===== config.mk =====
export PLATFORM = sky130hd
export DESIGN_NAME = mem_access_flat
export DESIGN_NICKNAME = d
export VERILOG_FILES = /design/src/rtl/mem_access_if.sv /design/src/rtl/mem_access.sv /design/src/flat_wrapper.sv
export SDC_FILE = /design/constraint.sdc
export NUM_CORES = 1
export LEC_CHECK = 0
export CORE_ASPECT_RATIO = 0.7
export CORE_MARGIN = 3
export CORE_UTILIZATION = 45
export CTS_BUF_LIST = sky130_fd_sc_hd__clkbuf_16
export CTS_CLUSTER_SIZE = 12
export DETAILED_ROUTE_END_ITERATION = 7
export PLACE_DENSITY = 0.81
export SLEW_MARGIN = 10
export SYNTH_ARGS = -nofsm -noshare
export SYNTH_HDL_FRONTEND = slang
export SYNTH_SLANG_ARGS = --single-unit

===== constraint.sdc =====
create_clock -name clock -period 2.5 [get_ports clock]
set_input_delay 0.5 -clock clock [delete_from_list [all_inputs] [get_ports clock]]
set_output_delay 0.5 -clock clock [all_outputs]
set_load 0.02 [all_outputs]

===== src/rtl/mem_access_if.sv =====
// Request/acknowledge memory bus between the memory-stage access unit and the data memory.
interface mem_access_if;
  logic        mem_req;
  logic        mem_we;
  logic [31:0] mem_addr;
  logic [3:0]  mem_be;
  logic [31:0] mem_wdata;
  logic [31:0] mem_rdata;
  logic        mem_ack;

  modport master (
    output mem_req, mem_we, mem_addr, mem_be, mem_wdata,
    input  mem_rdata, mem_ack
  );

  modport slave (
    input  mem_req, mem_we, mem_addr, mem_be, mem_wdata,
    output mem_rdata, mem_ack
  );
endinterface


===== src/rtl/mem_access.sv =====
// Memory-stage access unit: issues one aligned load/store on a req/ack bus, stalls until
// ack or timeout, and returns sign/zero-extended load data.
module mem_access #(
  parameter int TIMEOUT = 255
) (
  input  logic         clock,
  input  logic         reset,
  input  logic         valid,
  input  logic [6:0]   opcode,
  input  logic [2:0]   funct3,
  input  logic         rw,
  input  logic [1:0]   store_sel,
  input  logic [31:0]  addr,
  input  logic [31:0]  wdata,
  mem_access_if.master memBus,
  output logic         stall,
  output logic         done,
  output logic [31:0]  load_data,
  output logic         misalign,
  output logic         bus_err
);

  localparam logic [6:0] OP_LOAD   = 7'b0000011;
  localparam logic [6:0] OP_STORE  = 7'b0100011;
  localparam logic       MEM_WRITE = 1'b1;
  // Store width codes share the funct3[1:0] width encoding: byte=00, half=01, word=10.
  localparam logic [1:0] STORE_B   = 2'b00;
  localparam logic [1:0] STORE_H   = 2'b01;
  localparam int         CW        = $clog2(TIMEOUT + 1);
  localparam logic [CW-1:0] LAST   = CW'(TIMEOUT - 1);

  typedef enum logic [1:0] {S_IDLE, S_BUSY, S_DONE} state_t;

  state_t        r_state, w_next;
  logic          w_isLoad, w_isMem, w_aligned, w_start, w_timeout;
  logic [1:0]    w_sizeCode;
  logic [3:0]    w_be;
  logic [31:0]   w_lane, w_loadExt;
  logic [31:0]   r_addr, r_wdata, r_loadData;
  logic          r_rw, r_isLoad, r_misalign, r_busErr;
  logic [1:0]    r_storeSel;
  logic [2:0]    r_funct3;
  logic [CW-1:0] r_count;

  assign w_isLoad   = (opcode == OP_LOAD);
  assign w_isMem    = valid && (w_isLoad || (opcode == OP_STORE));
  assign w_sizeCode = w_isLoad ? funct3[1:0] : store_sel;

  always_comb begin
    w_aligned = 1'b1;
    case (w_sizeCode)
      2'b00:   w_aligned = 1'b1;
      2'b01:   w_aligned = ~addr[0];
      default: w_aligned = (addr[1:0] == 2'b00);
    endcase
  end

  assign w_start = w_isMem && w_aligned;

  always_ff @(posedge clock) begin
    if (reset) r_state <= S_IDLE;
    else       r_state <= w_next;
  end

  // Ack is tested before the timeout so a same-cycle ack still completes the access.
  always_comb begin
    w_next         = r_state;
    w_timeout      = 1'b0;
    stall          = 1'b0;
    done           = 1'b0;
    memBus.mem_req = 1'b0;
    memBus.mem_we  = 1'b0;
    memBus.mem_be  = 4'b0000;
    case (r_state)
      S_IDLE: begin
        if (w_start) begin
          stall  = 1'b1;
          w_next = S_BUSY;
        end
      end
      S_BUSY: begin
        stall          = 1'b1;
        memBus.mem_req = 1'b1;
        memBus.mem_we  = (r_rw == MEM_WRITE);
        memBus.mem_be  = w_be;
        if (memBus.mem_ack) begin
          w_next = S_DONE;
        end else if (r_count == LAST) begin
          w_timeout = 1'b1;
          w_next    = S_IDLE;
        end
      end
      S_DONE: begin
        done   = 1'b1;
        w_next = S_IDLE;
      end
      default: w_next = S_IDLE;
    endcase
  end

  assign w_be = r_isLoad                ? 4'b1111 :
                (r_storeSel == STORE_B) ? (4'b0001 << r_addr[1:0]) :
                (r_storeSel == STORE_H) ? (4'b0011 << r_addr[1:0]) : 4'b1111;

  assign memBus.mem_addr  = {r_addr[31:2], 2'b00};
  assign memBus.mem_wdata = (r_storeSel == STORE_B) ? {4{r_wdata[7:0]}} :
                            (r_storeSel == STORE_H) ? {2{r_wdata[15:0]}} : r_wdata;

  assign w_lane = memBus.mem_rdata >> {r_addr[1:0], 3'b000};

  always_comb begin
    w_loadExt = w_lane;
    case (r_funct3)
      3'b000:  w_loadExt = {{24{w_lane[7]}}, w_lane[7:0]};
      3'b001:  w_loadExt = {{16{w_lane[15]}}, w_lane[15:0]};
      3'b100:  w_loadExt = {24'd0, w_lane[7:0]};
      3'b101:  w_loadExt = {16'd0, w_lane[15:0]};
      default: w_loadExt = w_lane;
    endcase
  end

  always_ff @(posedge clock) begin
    if (reset) begin
      r_addr     <= '0;
      r_wdata    <= '0;
      r_rw       <= 1'b0;
      r_storeSel <= '0;
      r_funct3   <= '0;
      r_isLoad   <= 1'b0;
      r_count    <= '0;
      r_loadData <= '0;
      r_misalign <= 1'b0;
      r_busErr   <= 1'b0;
    end else begin
      r_misalign <= (r_state == S_IDLE) && w_isMem && !w_aligned;
      r_busErr   <= w_timeout;
      if ((r_state == S_IDLE) && w_start) begin
        r_addr     <= addr;
        r_wdata    <= wdata;
        r_rw       <= rw;
        r_storeSel <= store_sel;
        r_funct3   <= funct3;
        r_isLoad   <= w_isLoad;
        r_count    <= '0;
      end else if ((r_state == S_BUSY) && !memBus.mem_ack) begin
        r_count <= r_count + 1'b1;
      end
      if ((r_state == S_BUSY) && memBus.mem_ack && r_isLoad) r_loadData <= w_loadExt;
    end
  end

  assign load_data = r_loadData;
  assign misalign  = r_misalign;
  assign bus_err   = r_busErr;

endmodule


===== src/flat_wrapper.sv =====
// flat-port wrapper written by rule: the top's interface ports become plain ports
module mem_access_flat 
#(
  parameter int TIMEOUT = 255
)
  (clock, reset, valid, opcode, funct3, rw, store_sel, addr, wdata, stall, done, load_data, misalign, bus_err, memBus_mem_req, memBus_mem_we, memBus_mem_addr, memBus_mem_be, memBus_mem_wdata, memBus_mem_rdata, memBus_mem_ack);
  mem_access_if memBus_i ();
  input  logic clock;
  input  logic reset;
  input  logic valid;
  input  logic [6:0] opcode;
  input  logic [2:0] funct3;
  input  logic rw;
  input  logic [1:0] store_sel;
  input  logic [31:0] addr;
  input  logic [31:0] wdata;
  output logic stall;
  output logic done;
  output logic [31:0] load_data;
  output logic misalign;
  output logic bus_err;
  output wire logic [$bits(memBus_i.mem_req)-1:0] memBus_mem_req;
  output wire logic [$bits(memBus_i.mem_we)-1:0] memBus_mem_we;
  output wire logic [$bits(memBus_i.mem_addr)-1:0] memBus_mem_addr;
  output wire logic [$bits(memBus_i.mem_be)-1:0] memBus_mem_be;
  output wire logic [$bits(memBus_i.mem_wdata)-1:0] memBus_mem_wdata;
  input wire logic [$bits(memBus_i.mem_rdata)-1:0] memBus_mem_rdata;
  input wire logic [$bits(memBus_i.mem_ack)-1:0] memBus_mem_ack;
  assign memBus_mem_req = memBus_i.mem_req;
  assign memBus_mem_we = memBus_i.mem_we;
  assign memBus_mem_addr = memBus_i.mem_addr;
  assign memBus_mem_be = memBus_i.mem_be;
  assign memBus_mem_wdata = memBus_i.mem_wdata;
  assign memBus_i.mem_rdata = memBus_mem_rdata;
  assign memBus_i.mem_ack = memBus_mem_ack;
  mem_access #(.TIMEOUT(TIMEOUT)) u_core (.clock(clock), .reset(reset), .valid(valid), .opcode(opcode), .funct3(funct3), .rw(rw), .store_sel(store_sel), .addr(addr), .wdata(wdata), .memBus(memBus_i), .stall(stall), .done(done), .load_data(load_data), .misalign(misalign), .bus_err(bus_err));
endmodule

=== Yosys cells after proc, flatten, opt, wreduce, memory -nomap -nowiden ===
Index checks and enable logic that the tools add are counted.

* Output and inout bits: 106
* Bits in registers: 115

* Reduce and logical (&&, ||, !) cells: 19
* Mux-type cells: 19
* Add/sub/neg operators: 1
* Bitwise operators: 2
* Shift-type cells: 3
* Eq/ne operators: 12

{| class="wikitable"
|+ Operators by type and width
! operator !! count
|-
| one-hot mux 32 bit (4 select lines) || 1
|-
| 2-to-1 mux 32 bit || 2
|-
| right shift 32 x 5 -> 32 bit || 1
|-
| 2-to-1 mux 4 bit || 4
|-
| adder 8 x 1 -> 8 bit (second input constant) || 1
|-
| equality test 8 bit (second input constant) || 1
|-
| logical AND 1 bit || 8
|-
| zero test 2 bit || 4
|-
| 2-to-1 mux 2 bit || 4
|-
| equality test 7 x 2 -> 1 bit (second input constant) || 1
|-
| equality test 7 x 6 -> 1 bit (second input constant) || 1
|-
| equality test 2 x 1 -> 1 bit (second input constant) || 3
|-
| equality test 3 bit (second input constant) || 2
|-
| 2-to-1 mux 1 bit || 5
|-
| one-hot mux 1 bit (2 select lines) || 2
|-
| one-hot mux 2 bit (2 select lines) || 1
|-
| << shifter 1 x 2 -> 4 bit (first input constant) || 1
|-
| << shifter 2 x 2 -> 4 bit (first input constant) || 1
|-
| equality test 3 x 1 -> 1 bit (second input constant) || 1
|-
| zero test 3 bit || 1
|-
| inequality test 3 x 2 -> 1 bit (second input constant) || 1
|-
| OR reduction 3 bit || 1
|-
| equality test 2 bit (second input constant) || 1
|-
| zero test 1 bit || 2
|-
| other kinds (5) || 6
|}

=== Depth between registers and ports, before layout ===
Gate-level depths: netlist of run 1.

* Depth after elaboration: 7
* Gate-level depth with buffers: 8

=== Worst setup path after synthesis of run 1 ===
Ideal clock, no wire load.

* Path type: reg-to-output
* Start: register u_core.r_addr[1]
* End: output memBus_mem_be[2]
* Cell stages (with the launch flop): 8
* Path buffers: 3
* Data arrival time: 1.775 ns
* Path slack: 0.225 ns
* Data required time: 2.000 ns
* Cell sequence: dfxtp_1 > buf_2 > buf_2 > buf_2 > inv_1 > ha_1 > mux2i_1 > a21oi_1

* Longest elaborated chain between the ends: 5
* Elaborated cells on any way between the ends: 6
* Classes of those cells: shift: 2; mux: 4

{| class="wikitable"
|+ Ends and longest elaborated chain
! item !! line !! RTL
|-
| start: declaration || mem_access.sv:39 || <nowiki>logic [31:0] r_addr, r_wdata, r_loadData;</nowiki>
|-
| start signal: assignment || mem_access.sv:138 || <nowiki>r_addr <= addr;</nowiki>
|-
| << shifter 2 x 2 -> 4 bit || mem_access.sv:103 || <nowiki>(r_storeSel == STORE_H) ? (4'b0011 << r_addr[1:0]) : 4'b1111;</nowiki>
|-
| 2-to-1 mux 4 bit || mem_access.sv:103 ||
|-
| 2-to-1 mux 4 bit (*) || mem_access.sv:102 || <nowiki>(r_storeSel == STORE_B) ? (4'b0001 << r_addr[1:0]) :</nowiki>
|-
| 2-to-1 mux 4 bit (*) || mem_access.sv:101 || <nowiki>assign w_be = r_isLoad ? 4'b1111 :</nowiki>
|-
| 2-to-1 mux 4 bit (*) || mem_access.sv:74 || <nowiki>case (r_state)</nowiki>
|-
| end: declaration || flat_wrapper.sv:25 || <nowiki>output wire logic [$bits(memBus_i.mem_be)-1:0] memBus_mem_be;</nowiki>
|}

Mark *: on every way between the ends. The rest lies on a longest branch, timed or not.

=== Worst setup path in the final report of run 1 ===
* Start: input opcode[3]
* End: output stall

* Longest elaborated chain between the ends: 7
* Elaborated cells on any way between the ends: 11
* Classes of those cells: eq/ne: 3; mux: 4; reduce/logical: 4

{| class="wikitable"
|+ Ends and longest elaborated chain
! item !! line !! RTL
|-
| start: declaration || flat_wrapper.sv:11 || <nowiki>input logic [6:0] opcode;</nowiki>
|-
| equality test 7 x 2 -> 1 bit || mem_access.sv:45 || <nowiki>assign w_isLoad = (opcode == OP_LOAD);</nowiki>
|-
| 2-to-1 mux 2 bit || mem_access.sv:47 || <nowiki>assign w_sizeCode = w_isLoad ? funct3[1:0] : store_sel;</nowiki>
|-
| equality test 2 x 1 -> 1 bit or zero test 2 bit (tied branches) || mem_access.sv:51 || <nowiki>case (w_sizeCode)</nowiki>
|-
| one-hot mux 1 bit (2 select lines) || mem_access.sv:51 ||
|-
| logical AND 1 bit (*) || mem_access.sv:58 || <nowiki>assign w_start = w_isMem && w_aligned;</nowiki>
|-
| 2-to-1 mux 1 bit (*) || mem_access.sv:76 || <nowiki>if (w_start) begin</nowiki>
|-
| one-hot mux 1 bit (2 select lines) (*) || mem_access.sv:74 ||
|-
| end: declaration || flat_wrapper.sv:17 || <nowiki>output logic stall;</nowiki>
|}

Marked as above.

==> results.yml, run 1 <==
status:
  status: "completed"
placement:
  io_buffers: 216
  placed_cell_area_um2: 8023
  gp_congestion: 0.8983
  dp_hpwl_um: 13020
  place_ws_ns: -0.4095
  place_inst: 1028
clock_network:
  htreeDepth: 4
  clk_latency_ns: 0.41
  cts_made_buffers: 17
  cts_buffer_depth: 2
  clk_pin_slew_ns: 0.06
  ctsHoldBuffers: 0
  root_buffer: "clkbuf_16"
  clock-sinks: 115
  cts_tree: "done"
  cts_setup_buffers: 0
min_path:
  min_path_type: "register to register"
synthesis:
  yosys.area.top_type: "dfxtp_1"
  syn_area_per_cell_um2: 8.238
  ys_ff_latch: 115
  synthTopCellsByArea: "dfxtp_1, a21oi_1, o21ai_0"
  synth_top_flop_cell: "dfxtp_1"
  synthArstFlopShare_pct: 0
  syn-instance-count: 711
  yosysUniqueCellTypes: 51
  synth_edf_count: 0
  ys_warn_count: 0
  ys_seq_area_share_pct: 39.31
  synth_area_um2: 5857
  yosys.area.top_type_share_pct: 39.31
drt:
  detail-route-antenna-nets: 0
  avgRoutedWirePerCell_um: 17.10
  drtIter0Drc: 542
  dr.pass1.iters: 5
  avgViaCountPerCell: 5.513
  finalWirelength_um: 18130
  vias: 5844
  drc_errors: 0
setup_path:
  path_buf_inv: 3
  path_cells: "clkdlybuf4s50_1 -> nand4bb_4 -> nor3_2 -> buf_4 -> mux2i_4 -> a21oi_1 -> buf_2"
  cp.required_ns: 2.00
  end_kind: "primary output"
  crit_fanout: 2
  crit_path_max_incr_delay_ns: 0.45
  worst_ep_arrival_time_ns: 1.97
  worst_path_max_delay_cell: "clkdlybuf4s50_1"
  path_delay_family: "buffers and inverters"
  critPathLaunchType: "input port"
  worstSetupPathType: "input port to primary output"
timing:
  slew-limit-headroom_pct: 64.00
  finalWorstSetupSlack_ns: 0.03492
  setup_viol: 0
  period_needed_ns: 2.465
  tightestPinTransition_ns: 0.5388
  final_hold_viol_count: 0
  final.period_utilization_pct: 98.60
  slew_violations: 0
  clock.fmax_mhz: 405.7
  tns_ns: 0
  holdWs_ns: 0.4659
  clock_skew_ns: 0.009753
  rsz0062_at_grt: "no"
pwr:
  irDropWorstVdd_mv: 0.5042
  p_total_mw: 4.622
  p_sw_share_pct: 24.98
  p_sw_mw: 1.155
  combPwrFrac_pct: 9.2
  p_clk_share_pct: 51.0
  internal_power_mw: 3.467
  power_density_nw_per_um2: 535.3
  seq_power_share_pct: 39.8
  p_leak_nw: 3.108
final_layout:
  diodes: 0
  num-nets-final: 1004
  synthToLayoutAreaGrowth_pct: 47.43
  layout.cells.non_filler: 1060
  drive_gt1_share_pct: 12.81
  layout_commonest_cell: "clkdlybuf4s50_1"
  final_cell_area_um2: 8635
  layout_common_cells: "clkdlybuf4s50_1, dfxtp_1, a21oi_1, o21ai_0, nand3_1"
  fin_util_pct: 68.80
floorplan:
  die_h_um: 101.5
  fp.coreArea_um2: 12550
  die_x_um: 142.4
  num_io_pins: 219
  start_util_pct: 46.67
  rows: 34
  die-area_um2: 14440
global_route:
  grt_pass1_vias: 5333
  overflow: 0
  grt_first_pass_wirelength_um: 28100
  antenna_found_initial: 0
  grt_usage_pct: 24.38
  grt_max_degree: 47
flow_run:
  maxCapViolCount: 0
-- final cells by class --
class | count | area, um2
fill | 973 | 3915
multi-input combinational | 488 | 2942
timing repair buffer | 258 | 2590
sequential | 115 | 2305
clock buffer | 17 | 425.4
tap | 162 | 202.7
clock inverter | 15 | 151.4
inverter | 5 | 18.77
-- cells in the mapped netlist, drive strengths merged (2+ instances only) --
cell type,number
dfxtp,115
a21oi,95
o21ai,82
nand3,80
buf,66
nand2,51
clkbuf,38
nor2,33
mux2,25
mux2i,25
a211oi,18
nor3,18
o2bb2ai,7
ha,6
inv,4
nand2b,4
nor4,4
xnor2,4
and3,3
nand4,3
nor2b,3
or2,3
xor2,3
and2,2
nor4bb,2
-- worst register-to-register path, cell delays in order (launching register included) --
cell	delay [ns]
dfxtp_1	0.42
buf_4	0.35
mux2_1	0.39
a211o_1	0.35
a21oi_4	0.18
buf_12	0.16
a211oi_1	0.08
-- layer usage --
layer	GRT usage [%]	wire, um
met5	0	0
met4	7.889	459
met2	35.52	8134
met1	34.29	7865
met3	7.928	1672
-- repair_timing --
item                                    4_1_cts  5_1_grt
gates resized for setup                      13       13
pin swaps                                     0        0
cloned                                        0        0
endpoints found under the setup margin       17       13
-- kinds of logic after synthesis --
kind of cell / Yosys count / share of synthesized area, %
AOI/OAI and AO/OA: 210 / 19.83
muxes: 51 / 9.464
other: 1 / 0.06403
and+or+nand+nor: 212 / 18.03
DFF: 115 / 39.31
xor gates and xnor gates: 7 / 1.047
adders and majority gates: 6 / 1.282
buffers and inverters: 109 / 10.98
-- power groups by stage --
stage,Clock (mW),Sequential (mW),Combinational [mW]
5_1_grt,2.49,1.84,0.452
6_report,2.36,1.84,0.426
3_3_place_gp,0,1.88,0.417
4_1_cts,2.39,1.84,0.420
2_1_floorplan,0,1.88,0.148
3_5_place_dp,0,1.88,0.418
-- path summary, 6_finish.rpt --
path                                                           to                        startpoint  slack (ns)  depth (start not counted)
worst max-delay path                                        stall                         opcode[3]        0.03                          7
worst min-delay path             u_core.load_data[2]$_SDFFE_PP0P_  u_core.load_data[2]$_SDFFE_PP0P_        0.47                          2
worst max register to register  u_core.load_data[18]$_SDFFE_PP0P_     u_core.r_addr[1]$_SDFFE_PP0P_        0.44                          6
worst min register to register   u_core.load_data[2]$_SDFFE_PP0P_  u_core.load_data[2]$_SDFFE_PP0P_        0.47                          2
-- flip-flops by register name (all words and copies together), names as in the netlist --
signal	cells
u_core.bus_err	1
u_core.load_data	32
u_core.misalign	1
u_core.r_addr	32
u_core.r_count	8
u_core.r_funct3	3
u_core.r_isLoad	1
u_core.r_rw	1
u_core.r_state	2
u_core.r_storeSel	2
u_core.r_wdata	32
No activity file was read; power rests on OpenSTA's default activity.
==> run 2: changes to the inputs <==
- CAP_MARGIN: unset -> 5
==> results of run 2 <==
Final layout, timing and power as in run 1 (identical DEF).
==> run 3: changes to the inputs <==
- REMOVE_ABC_BUFFERS: unset -> 1
- SLEW_MARGIN: 10 -> 20
==> results.yml, run 3 (synthesis results as in run 1) <==
setup_path:
  path_cells: "clkdlybuf4s50_1 -> or2_4 -> nor3_2 -> buf_4 -> mux2i_2 -> a21oi_1 -> buf_4"
  worstSetupPathType: "input port to primary output"
  worst_ep_arrival_time_ns: 1.95
  end_kind: "primary output"
  regToRegSetupSlack_ns: 0.45
  crit_fanout: 2
  worst_path_max_delay_cell: "clkdlybuf4s50_1"
  cpMostUsedCell: "buf_4"
  crit_path_max_incr_delay_ns: 0.42
  r2r_cells: 5
  critPathLaunchType: "input port"
  cp.required_ns: 2.00
final_layout:
  num-nets-final: 997
  final_cell_area_um2: 8603
  diodes: 0
  layout.cells.non_filler: 1053
  layout_commonest_cell: "clkdlybuf4s50_1"
  layout_common_cells: "clkdlybuf4s50_1, dfxtp_1, a21oi_1, o21ai_0, nand3_1"
  synthToLayoutAreaGrowth_pct: 46.89
  fin_util_pct: 68.55
  drive_gt1_share_pct: 12.01
min_path:
  min_path_type: "register to register"
  min_path_cells: 2
floorplan:
  die_x_um: 142.4
  die_h_um: 101.5
  die-area_um2: 14440
  num_io_pins: 219
  start_util_pct: 46.67
  fp.coreArea_um2: 12550
  rows: 34
drt:
  avgRoutedWirePerCell_um: 17.69
  detail-route-antenna-nets: 0
  drtIter0Drc: 463
  finalWirelength_um: 18630
  avgViaCountPerCell: 5.502
  vias: 5794
  dr.pass1.iters: 5
  drc_errors: 0
pwr:
  power_density_nw_per_um2: 546.2
  p_total_mw: 4.699
  internal_power_mw: 3.625
  seq_power_share_pct: 39.1
  combPwrFrac_pct: 9.1
  p_sw_mw: 1.074
  p_leak_nw: 3.032
  irDropWorstVdd_mv: 0.5561
  p_sw_share_pct: 22.85
  p_clk_share_pct: 51.8
global_route:
  overflow: 0
  grt_usage_pct: 24.53
  antenna_found_initial: 0
  grt_max_degree: 73
  grt_pass1_vias: 5279
  grt_first_pass_wirelength_um: 28460
timing:
  slew_violations: 0
  slew-limit-headroom_pct: 48.84
  final.period_utilization_pct: 98.04
  final_hold_viol_count: 0
  holdWs_ns: 0.4563
  period_needed_ns: 2.451
  rsz0062_at_grt: "no"
  setup_viol: 0
  tns_ns: 0
  clock.fmax_mhz: 408.0
  clock_skew_ns: 0.008222
  tightestPinTransition_ns: 0.7674
  finalWorstSetupSlack_ns: 0.04899
clock_network:
  clock-sinks: 115
  cts_made_buffers: 17
  clk_pin_slew_ns: 0.05
  root_buffer: "clkbuf_16"
  cts_buffer_depth: 2
  cts_tree: "done"
  clk_latency_ns: 0.40
  htreeDepth: 4
placement:
  place_ws_ns: -0.3694
  place_inst: 1020
  placed_cell_area_um2: 7963
  gp_congestion: 0.9171
  dp_hpwl_um: 12810
  io_buffers: 216
status:
  status: "completed"
flow_run:
  maxCapViolCount: 0
-- run 3: power groups by stage --
stage               Sequential, mW  Combinational, mW  Clock, mW
floorplan                     1.88             0.0967          0
global placement              1.88              0.416          0
detailed placement            1.88              0.418          0
CTS                           1.84              0.421       2.46
global route                  1.84              0.452       2.55
finish                        1.84              0.428       2.43
-- run 3: routing by layer --
metal / routed length (um) / share of wire (%) / track usage (%) / vias up
met3: 1481 / 8.0 / 5.899 / 10
li1: - / - / - / 2814
met2: 8222 / 44 / 36.21 / 238
met4: 123 / 0.66 / 5.405 / 0
met1: 8800 / 47 / 36.39 / 2732
met5: 0 / 0 / 0 / -
-- run 3: repair_timing --
item	CTS	global route
pin swaps	0	4
setup buffers	0	1
gates resized for setup	16	14
endpoints found under the setup margin	11	16
hold buffers	0	0
-- run 3: area by class of cell --
| cell class | instances | area, um2 |
|---|---|---|
| Fill cell | 1026 | 3946 |
| Multi-Input combinational cell | 488 | 2947 |
| Timing Repair Buffer | 251 | 2541 |
| Sequential cell | 115 | 2302 |
| Clock buffer | 17 | 425.4 |
| Tap cell | 162 | 202.7 |
| Clock inverter | 15 | 166.4 |
| Inverter | 5 | 18.77 |
-- run 3: worst max-delay path, delay by kind of cell --
kind | cells | cell delay, ns
simple gates | 2 | 0.40
buf+inv | 3 | 0.72
compound gates | 1 | 0.10
mux | 1 | 0.22
-- run 3: worst paths after layout --
| path | start | to |
|---|---|---|
| setup / recovery | opcode[4] | stall |
| hold / removal | u_core.load_data[5]$_SDFFE_PP0P_ | u_core.load_data[5]$_SDFFE_PP0P_ |
| setup reg to reg | u_core.r_addr[0]$_SDFFE_PP0P_ | u_core.load_data[11]$_SDFFE_PP0P_ |
| hold reg to reg | u_core.load_data[5]$_SDFFE_PP0P_ | u_core.load_data[5]$_SDFFE_PP0P_ |
